### src/rtl/spi_defs_pkg.sv
// spi_defs_pkg: definitions shared between the SPI slave and spi_ram_ctrl.
//   RX_WIDTH / TX_WIDTH : word widths on the slave rx and tx sides.
//   CMD_*               : two-bit command codes carried in rx_data[9:8].
//   tx_state_e          : states of the read-data hold FSM.
package spi_defs_pkg;

    localparam int unsigned RX_WIDTH = 10;
    localparam int unsigned TX_WIDTH = 8;

    localparam logic [1:0] CMD_WR_ADDR = 2'b00;
    localparam logic [1:0] CMD_WR_DATA = 2'b01;
    localparam logic [1:0] CMD_RD_ADDR = 2'b10;
    localparam logic [1:0] CMD_RD_DATA = 2'b11;

    typedef enum logic {
        StTxIdle = 1'b0,
        StTxHold = 1'b1
    } tx_state_e;

endpackage

### src/rtl/spi_ram_mem.sv
// spi_ram_mem: MEM_DEPTH x 8-bit RAM with one synchronous write port and one
// synchronous (registered) read port. Accesses at addresses >= MEM_DEPTH are
// out of range: writes are dropped and reads return zero.
// Ports:
//   clk_i, rst_ni       clock, synchronous active-low reset (read register only)
//   wr_en_i/addr/data   write port
//   rd_en_i/rd_addr_i   read strobe and address; rd_data_o updates on the next edge
//   rd_data_o           registered read data, holds between reads
module spi_ram_mem
    import spi_defs_pkg::*;
#(
    parameter int unsigned MEM_DEPTH = 256,
    parameter int unsigned ADDR_SIZE = 8
) (
    input  logic                 clk_i,
    input  logic                 rst_ni,
    input  logic                 wr_en_i,
    input  logic [ADDR_SIZE-1:0] wr_addr_i,
    input  logic [TX_WIDTH-1:0]  wr_data_i,
    input  logic                 rd_en_i,
    input  logic [ADDR_SIZE-1:0] rd_addr_i,
    output logic [TX_WIDTH-1:0]  rd_data_o
);

    logic [TX_WIDTH-1:0] mem_q [MEM_DEPTH];
    logic [TX_WIDTH-1:0] rd_data_d, rd_data_q;
    logic                wr_in_range, rd_in_range;

    always_comb begin
        wr_in_range = 32'(wr_addr_i) < MEM_DEPTH;
        rd_in_range = 32'(rd_addr_i) < MEM_DEPTH;
    end

    always_comb begin
        rd_data_d = rd_data_q;
        if (rd_en_i) begin
            rd_data_d = rd_in_range ? mem_q[rd_addr_i] : '0;
        end
    end

    always_ff @(posedge clk_i) begin
        if (!rst_ni) begin
            rd_data_q <= '0;
        end else begin
            rd_data_q <= rd_data_d;
        end
    end

    // Array contents are never reset; only writes during reset are suppressed.
    always_ff @(posedge clk_i) begin
        if (rst_ni && wr_en_i && wr_in_range) begin
            mem_q[wr_addr_i] <= wr_data_i;
        end
    end

    assign rd_data_o = rd_data_q;

endmodule

### src/rtl/spi_ram_ctrl.sv
// spi_ram_ctrl: decodes 10-bit command words from the SPI slave into RAM
// address/data operations and presents read bytes to the slave for shift-out.
// Ports:
//   clk       rising-edge clock
//   rst_n     synchronous active-low reset
//   din       command word: [9:8] command, [7:0] payload
//   rx_valid  din valid this cycle
//   dout      read data to the slave tx_data
//   tx_valid  dout valid, held TX_HOLD cycles per read
// Build option: define AUTO_INC_EN to post-increment wr_addr after WR_DATA and
// rd_addr after RD_DATA, wrapping MEM_DEPTH-1 -> 0.
module spi_ram_ctrl
    import spi_defs_pkg::*;
#(
    parameter int unsigned MEM_DEPTH = 256,
    parameter int unsigned ADDR_SIZE = 8,
    parameter int unsigned TX_HOLD   = 8
) (
    input  logic                clk,
    input  logic                rst_n,
    input  logic [RX_WIDTH-1:0] din,
    input  logic                rx_valid,
    output logic [TX_WIDTH-1:0] dout,
    output logic                tx_valid
);

    localparam int unsigned CntW = (TX_HOLD > 1) ? $clog2(TX_HOLD) : 1;
    // Counter holds the number of hold cycles still to run after the current one.
    localparam logic [CntW-1:0] HoldLast = CntW'(TX_HOLD - 1);

    tx_state_e            state_d, state_q;
    logic [CntW-1:0]      cnt_d, cnt_q;
    logic [ADDR_SIZE-1:0] wr_addr_d, wr_addr_q;
    logic [ADDR_SIZE-1:0] rd_addr_d, rd_addr_q;
    logic [ADDR_SIZE-1:0] payload_addr;
    logic                 wr_en, rd_en;

`ifdef AUTO_INC_EN
    // Out-of-range addresses count up through the top of the address space.
    function automatic logic [ADDR_SIZE-1:0] next_addr(input logic [ADDR_SIZE-1:0] a);
        return (32'(a) == MEM_DEPTH - 1) ? '0 : a + ADDR_SIZE'(1);
    endfunction
`endif

    assign payload_addr = din[ADDR_SIZE-1:0];

    // Command decode and address registers.
    always_comb begin
        wr_en     = 1'b0;
        rd_en     = 1'b0;
        wr_addr_d = wr_addr_q;
        rd_addr_d = rd_addr_q;
        if (rx_valid) begin
            unique case (din[9:8])
                CMD_WR_ADDR: wr_addr_d = payload_addr;
                CMD_WR_DATA: begin
                    wr_en = 1'b1;
`ifdef AUTO_INC_EN
                    wr_addr_d = next_addr(wr_addr_q);
`endif
                end
                CMD_RD_ADDR: rd_addr_d = payload_addr;
                CMD_RD_DATA: begin
                    rd_en = 1'b1;
`ifdef AUTO_INC_EN
                    rd_addr_d = next_addr(rd_addr_q);
`endif
                end
            endcase
        end
    end

    always_ff @(posedge clk) begin
        if (!rst_n) begin
            wr_addr_q <= '0;
            rd_addr_q <= '0;
        end else begin
            wr_addr_q <= wr_addr_d;
            rd_addr_q <= rd_addr_d;
        end
    end

    // tx FSM: state register.
    always_ff @(posedge clk) begin
        if (!rst_n) begin
            state_q <= StTxIdle;
            cnt_q   <= '0;
        end else begin
            state_q <= state_d;
            cnt_q   <= cnt_d;
        end
    end

    // tx FSM: next state. A read in either state (re)starts the full hold.
    always_comb begin
        state_d = state_q;
        cnt_d   = cnt_q;
        unique case (state_q)
            StTxIdle: begin
                if (rd_en) begin
                    state_d = StTxHold;
                    cnt_d   = HoldLast;
                end
            end
            StTxHold: begin
                if (rd_en) begin
                    cnt_d = HoldLast;
                end else if (cnt_q == '0) begin
                    state_d = StTxIdle;
                end else begin
                    cnt_d = cnt_q - CntW'(1);
                end
            end
            default: state_d = StTxIdle;
        endcase
    end

    // tx FSM: outputs.
    always_comb begin
        tx_valid = (state_q == StTxHold);
    end

    spi_ram_mem #(
        .MEM_DEPTH (MEM_DEPTH),
        .ADDR_SIZE (ADDR_SIZE)
    ) u_mem (
        .clk_i     (clk),
        .rst_ni    (rst_n),
        .wr_en_i   (wr_en),
        .wr_addr_i (wr_addr_q),
        .wr_data_i (din[TX_WIDTH-1:0]),
        .rd_en_i   (rd_en),
        .rd_addr_i (rd_addr_q),
        .rd_data_o (dout)
    );

endmodule

### config.mk
export PLATFORM = sky130hd
export DESIGN_NAME = spi_ram_ctrl
export DESIGN_NICKNAME = d
export VERILOG_FILES = /design/src/rtl/spi_defs_pkg.sv /design/src/rtl/spi_ram_mem.sv /design/src/rtl/spi_ram_ctrl.sv
export SDC_FILE = /design/constraint.sdc
export NUM_CORES = 2
export LEC_CHECK = 0
export BUFFER_PORTS_ARGS = -buffer_cell sky130_fd_sc_hd__buf_2
export CAP_MARGIN = 20
export CORE_ASPECT_RATIO = 0.7
export CORE_MARGIN = 1.5
export CORE_UTILIZATION = 30
export DETAILED_ROUTE_END_ITERATION = 12
export PLACE_DENSITY_LB_ADDON = 0.3
export SLEW_MARGIN = 10
export SYNTH_ARGS = -nofsm -noshare
export SYNTH_HDL_FRONTEND = slang
export SYNTH_HIERARCHICAL = 1
export SYNTH_SLANG_ARGS = --single-unit
### constraint.sdc
create_clock -name clk -period 3.3 [get_ports clk]
set_input_delay 0.33 -clock clk [delete_from_list [all_inputs] [get_ports clk]]
set_output_delay 0.33 -clock clk [all_outputs]
set_load 0.01 [all_outputs]
==> summary.md <==
| Metric | Value |
|---|---|
| Net Sw Power | 11.3 mW |
| Placed insts | 7,896 |
| TritonCTS sink count | 2,076 |
| Status | finished with violations |
| Layout Utilization | 0.356 |
| ANT nets after route | 0 |
| Ys flop type | edfxtp_1 |
| Setup total negative slack | -0.0562 ns |
| First-pass GRT wire length | 342 mm |
| Yosys cell types | 68 |
| IO Port Bufs | 21 |
| Slew Viols, Final | 0 |
| Dpl hpwl | 164 mm |
| Worst Hold Depth | 1 |
| Antenna violations before repair | 23 |
| Die Wd | 624 um |
| Type of the worst setup path | reg -> reg |
| Seq pwr share | 0.543 |
| Setup crit start kind | flop |
| Die height | 438 um |
| Critical path origin | rd_addr_q[1] |
| Mapped Cells | 3,986 |
| Synthesis Warnings | 6 |
| First-iteration detailed-routing DRC count | 6,380 |
| WL/cell | 30.0 um |
| Post-synthesis sequential area ratio | 0.766 |
| Synth-to-layout area growth | 17.9% |
| R2R Path End | u_mem/rd_data_o[2] |
| Total grt overflow | 0 |
| Reg2reg start | rd_addr_q[1] |
| Complex-gate fraction of the synthesized area | 0.0308 |
| Most common cell after layout, fill and taps aside | edfxtp_1 |
| Largest family of logic cells by synthesized area | multiplexers |
| H-tree depth | 4 |
| Final setup violation count | 1 |
| Post-route minimum period | 3.36 ns |
| Site Rows | 159 |
| Residual DRC | 0 |
| Hold WC Path Type | in -> reg |
| Crit. End Element | flop |
| Static leakage | 29.4 nW |
| Worst Hold End | u_mem/mem_q[106][5] |
| Initial Util | 0.302 |
| Nets | 4,580 |
| RSZ-0062 raised after global routing | no |
| Power Dens Cells | 559 nW/um^2 |
| Fraction of layout cells with a size suffix above 1 | 0.285 |
| Post-Synth Adder-Cell Area | 0.000309 |
| Reg clk slew, reported paths | 0.07 ns |
| Hold path start | din[5] |
| Cts bufs inserted | 200 |
| Max_slew headroom | 0.216 |
| Synthesized area | 81,000 um^2 |
| Clk Latency, worst-skew pair | 0.86 ns |
| Final Non-Filler Cells | 8,264 |
| Post-synthesis xor/xnor area fraction | 0 |
| IO Pins | 22 |
| Reg2Reg Depth | 9 |
| Pre-antenna DRT Iters | 6 |
| Clock Path Buffers | 4 |
| VDD IR-drop max | 0.518 mV |
| Total Routing Usage GR | 0.178 |
| Arr. time, crit path | 4.13 ns |
| Syn nets | 4,001 |
| Final-layout worst hold slack | 0.0445 ns |
| DP Worst Slack | -0.158 ns |
| Fin crit share | 1.02 |
| F_max | 298 MHz |
| Maximum fanout along the worst path | 14 |
| Data required, critical path | 4.08 ns |
| CTS tree | done |
| Hold Fails Final Rpt | 0 |
| Sw Ratio | 0.211 |
| Final worst slack | -0.0562 ns |
| Cell internal pwr | 42.1 mW |
| Register bit total from synthesis | 2,076 |
| Die footprint | 273,000 um^2 |
| Most frequent cells in the layout | edfxtp_1 (2,048), buf_4 (537), mux4_2 (413) |
| Post-Synth Simple-Gate Area | 0.0325 |
| Via count | 43,500 |
| Core region area | 268,000 um^2 |
| Clock Skew | 0.0703 ns |
| R2R Setup Slk | -0.06 ns |
| Vias in the first global route | 41,800 |
| Max-cap violations | 0 |
| GP Congestion | 0.868 |
| Synth Area per Inst | 20.3 um^2 |
| Root Buffer | clkbuf_16 |
| Failing checks | setup timing |
| Routed WL | 248 mm |
| Largest net degree at the start of global routing | 114 |
| Mux share of post-synthesis cell area | 0.150 |
| Via/cell ratio | 5.26 |
| FFs w/ async S/R, synth | 0 |
| Combinational cell fraction of total power | 0.039 |
| Worst-Margin Slew | 1.18 ns |
| Count of flip-flops with a built-in enable after synthesis | 2,048 |
| Clk pwr share | 0.419 |
==> synthesized netlist by cell type (5+ instances only) <==
cell type	count	area (um^2)
clkbuf_1	106	398
buf_8	14	210
nand2_1	104	390
inv_1	6	22.5
mux2_1	6	67.6
a31oi_1	15	93.8
nor2b_1	14	87.6
nand3_1	48	240
buf_1	11	41.3
nor2_1	326	1220
mux2_2	18	203
edfxtp_1	2048	61500
nor4_1	16	100
nand2b_1	8	50.1
buf_2	51	255
mux2i_1	258	2580
buf_4	11	82.6
a21oi_1	42	210
a211oi_1	20	150
nand3b_1	5	37.5
o22ai_1	85	532
nand4_1	24	150
a22o_1	12	105
dfxtp_1	28	561
o21ai_1	10	50.1
buf_6	46	518
o221ai_1	33	289
o21ai_0	36	180
and2_1	6	37.5
and3_1	5	31.3
a22oi_1	45	338
nor3_1	30	150
mux4_2	413	9300
a221oi_1	19	166
==> area by class of cell <==
cell class                      count  area, um^2
Tap cell                         3542        4430
Timing Repair Buffer              621        5390
Fill cell                       24800      173000
Clock buffer                      255        5320
Sequential cell                  2076       62100
Clock inverter                     97         856
Multi-Input combinational cell   1659       17400
Antenna cell                        7        17.5
Inverter                            7        28.8
==> state kept, by name (all words and copies together), names as in the netlist <==
| name | count |
|---|---|
| cnt_q | 3 |
| rd_addr_q | 8 |
| tx_valid | 1 |
| u_mem/mem_q | 2048 |
| u_mem/rd_data_o | 8 |
| wr_addr_q | 8 |
==> repair_timing <==
action                     in CTS  in global routing
pin swaps                       0                  1
setup buffers                   2                  0
gates resized for setup         1                  9
hold endpoints to repair       35                  0
hold buffers                    7                  0
setup endpoints to repair       3                  5
==> stage by stage <==
stage	instance area, um^2	power, mW
floorplan	81000	30.4
global placement	89200	31.6
detailed placement	89200	31.6
CTS	95500	53.8
global route	95500	54.9
finish	95500	53.4
==> power groups by stage <==
stage          combinational, mW  sequential (mW)  clock, mW
2_1_floorplan              0.881             29.5          0
3_3_place_gp                2.02             29.6          0
3_5_place_dp                2.05             29.6          0
4_1_cts                     2.06             29.0       22.8
5_1_grt                     2.16             29.0       23.8
6_report                    2.06             29.0       22.4
==> critical path, stage by stage, from the launching register on <==
cell      delay (ns)
dfxtp_4         0.58
nand2_2         0.13
buf_4           0.20
o221ai_1        0.90
nor3_1          0.13
buf_4           0.19
or4_1           0.45
or3_1           0.39
nor3_2          0.18
a211o_1         0.13
==> worst max path at each step <==
stage	slack, ns	to	cells after the start
global placement	-0.23	u_mem/rd_data_o[1]	9
floorplan	0.93	u_mem/rd_data_o[2]	10
finish	-0.06	u_mem/rd_data_o[2]	9
CTS	0.01	u_mem/rd_data_o[1]	9
detailed placement	-0.16	u_mem/rd_data_o[2]	8
global route	0.006	u_mem/rd_data_o[2]	10
==> metal layers <==
metal / GRT usage / wire, um / vias up / part of all wire
li1: - / - / 17600 / -
met3: 0.0524 / 29400 / 274 / 0.12
met2: 0.243 / 100000 / 2243 / 0.41
met1: 0.278 / 113000 / 23300 / 0.46
met5: 0 / 114 / - / 0.00046
met4: 0.0336 / 4590 / 4 / 0.019
==> cells by family after synthesis <==
| logic type | after synthesis |
|---|---|
| muxes | 695 |
| DFF | 2076 |
| and+or+nand+nor | 603 |
| buffers and inverters | 251 |
| AOI/OAI and AO/OA | 359 |
| adders and majority gates | 2 |
No activity file was read; power rests on OpenSTA's default activity.
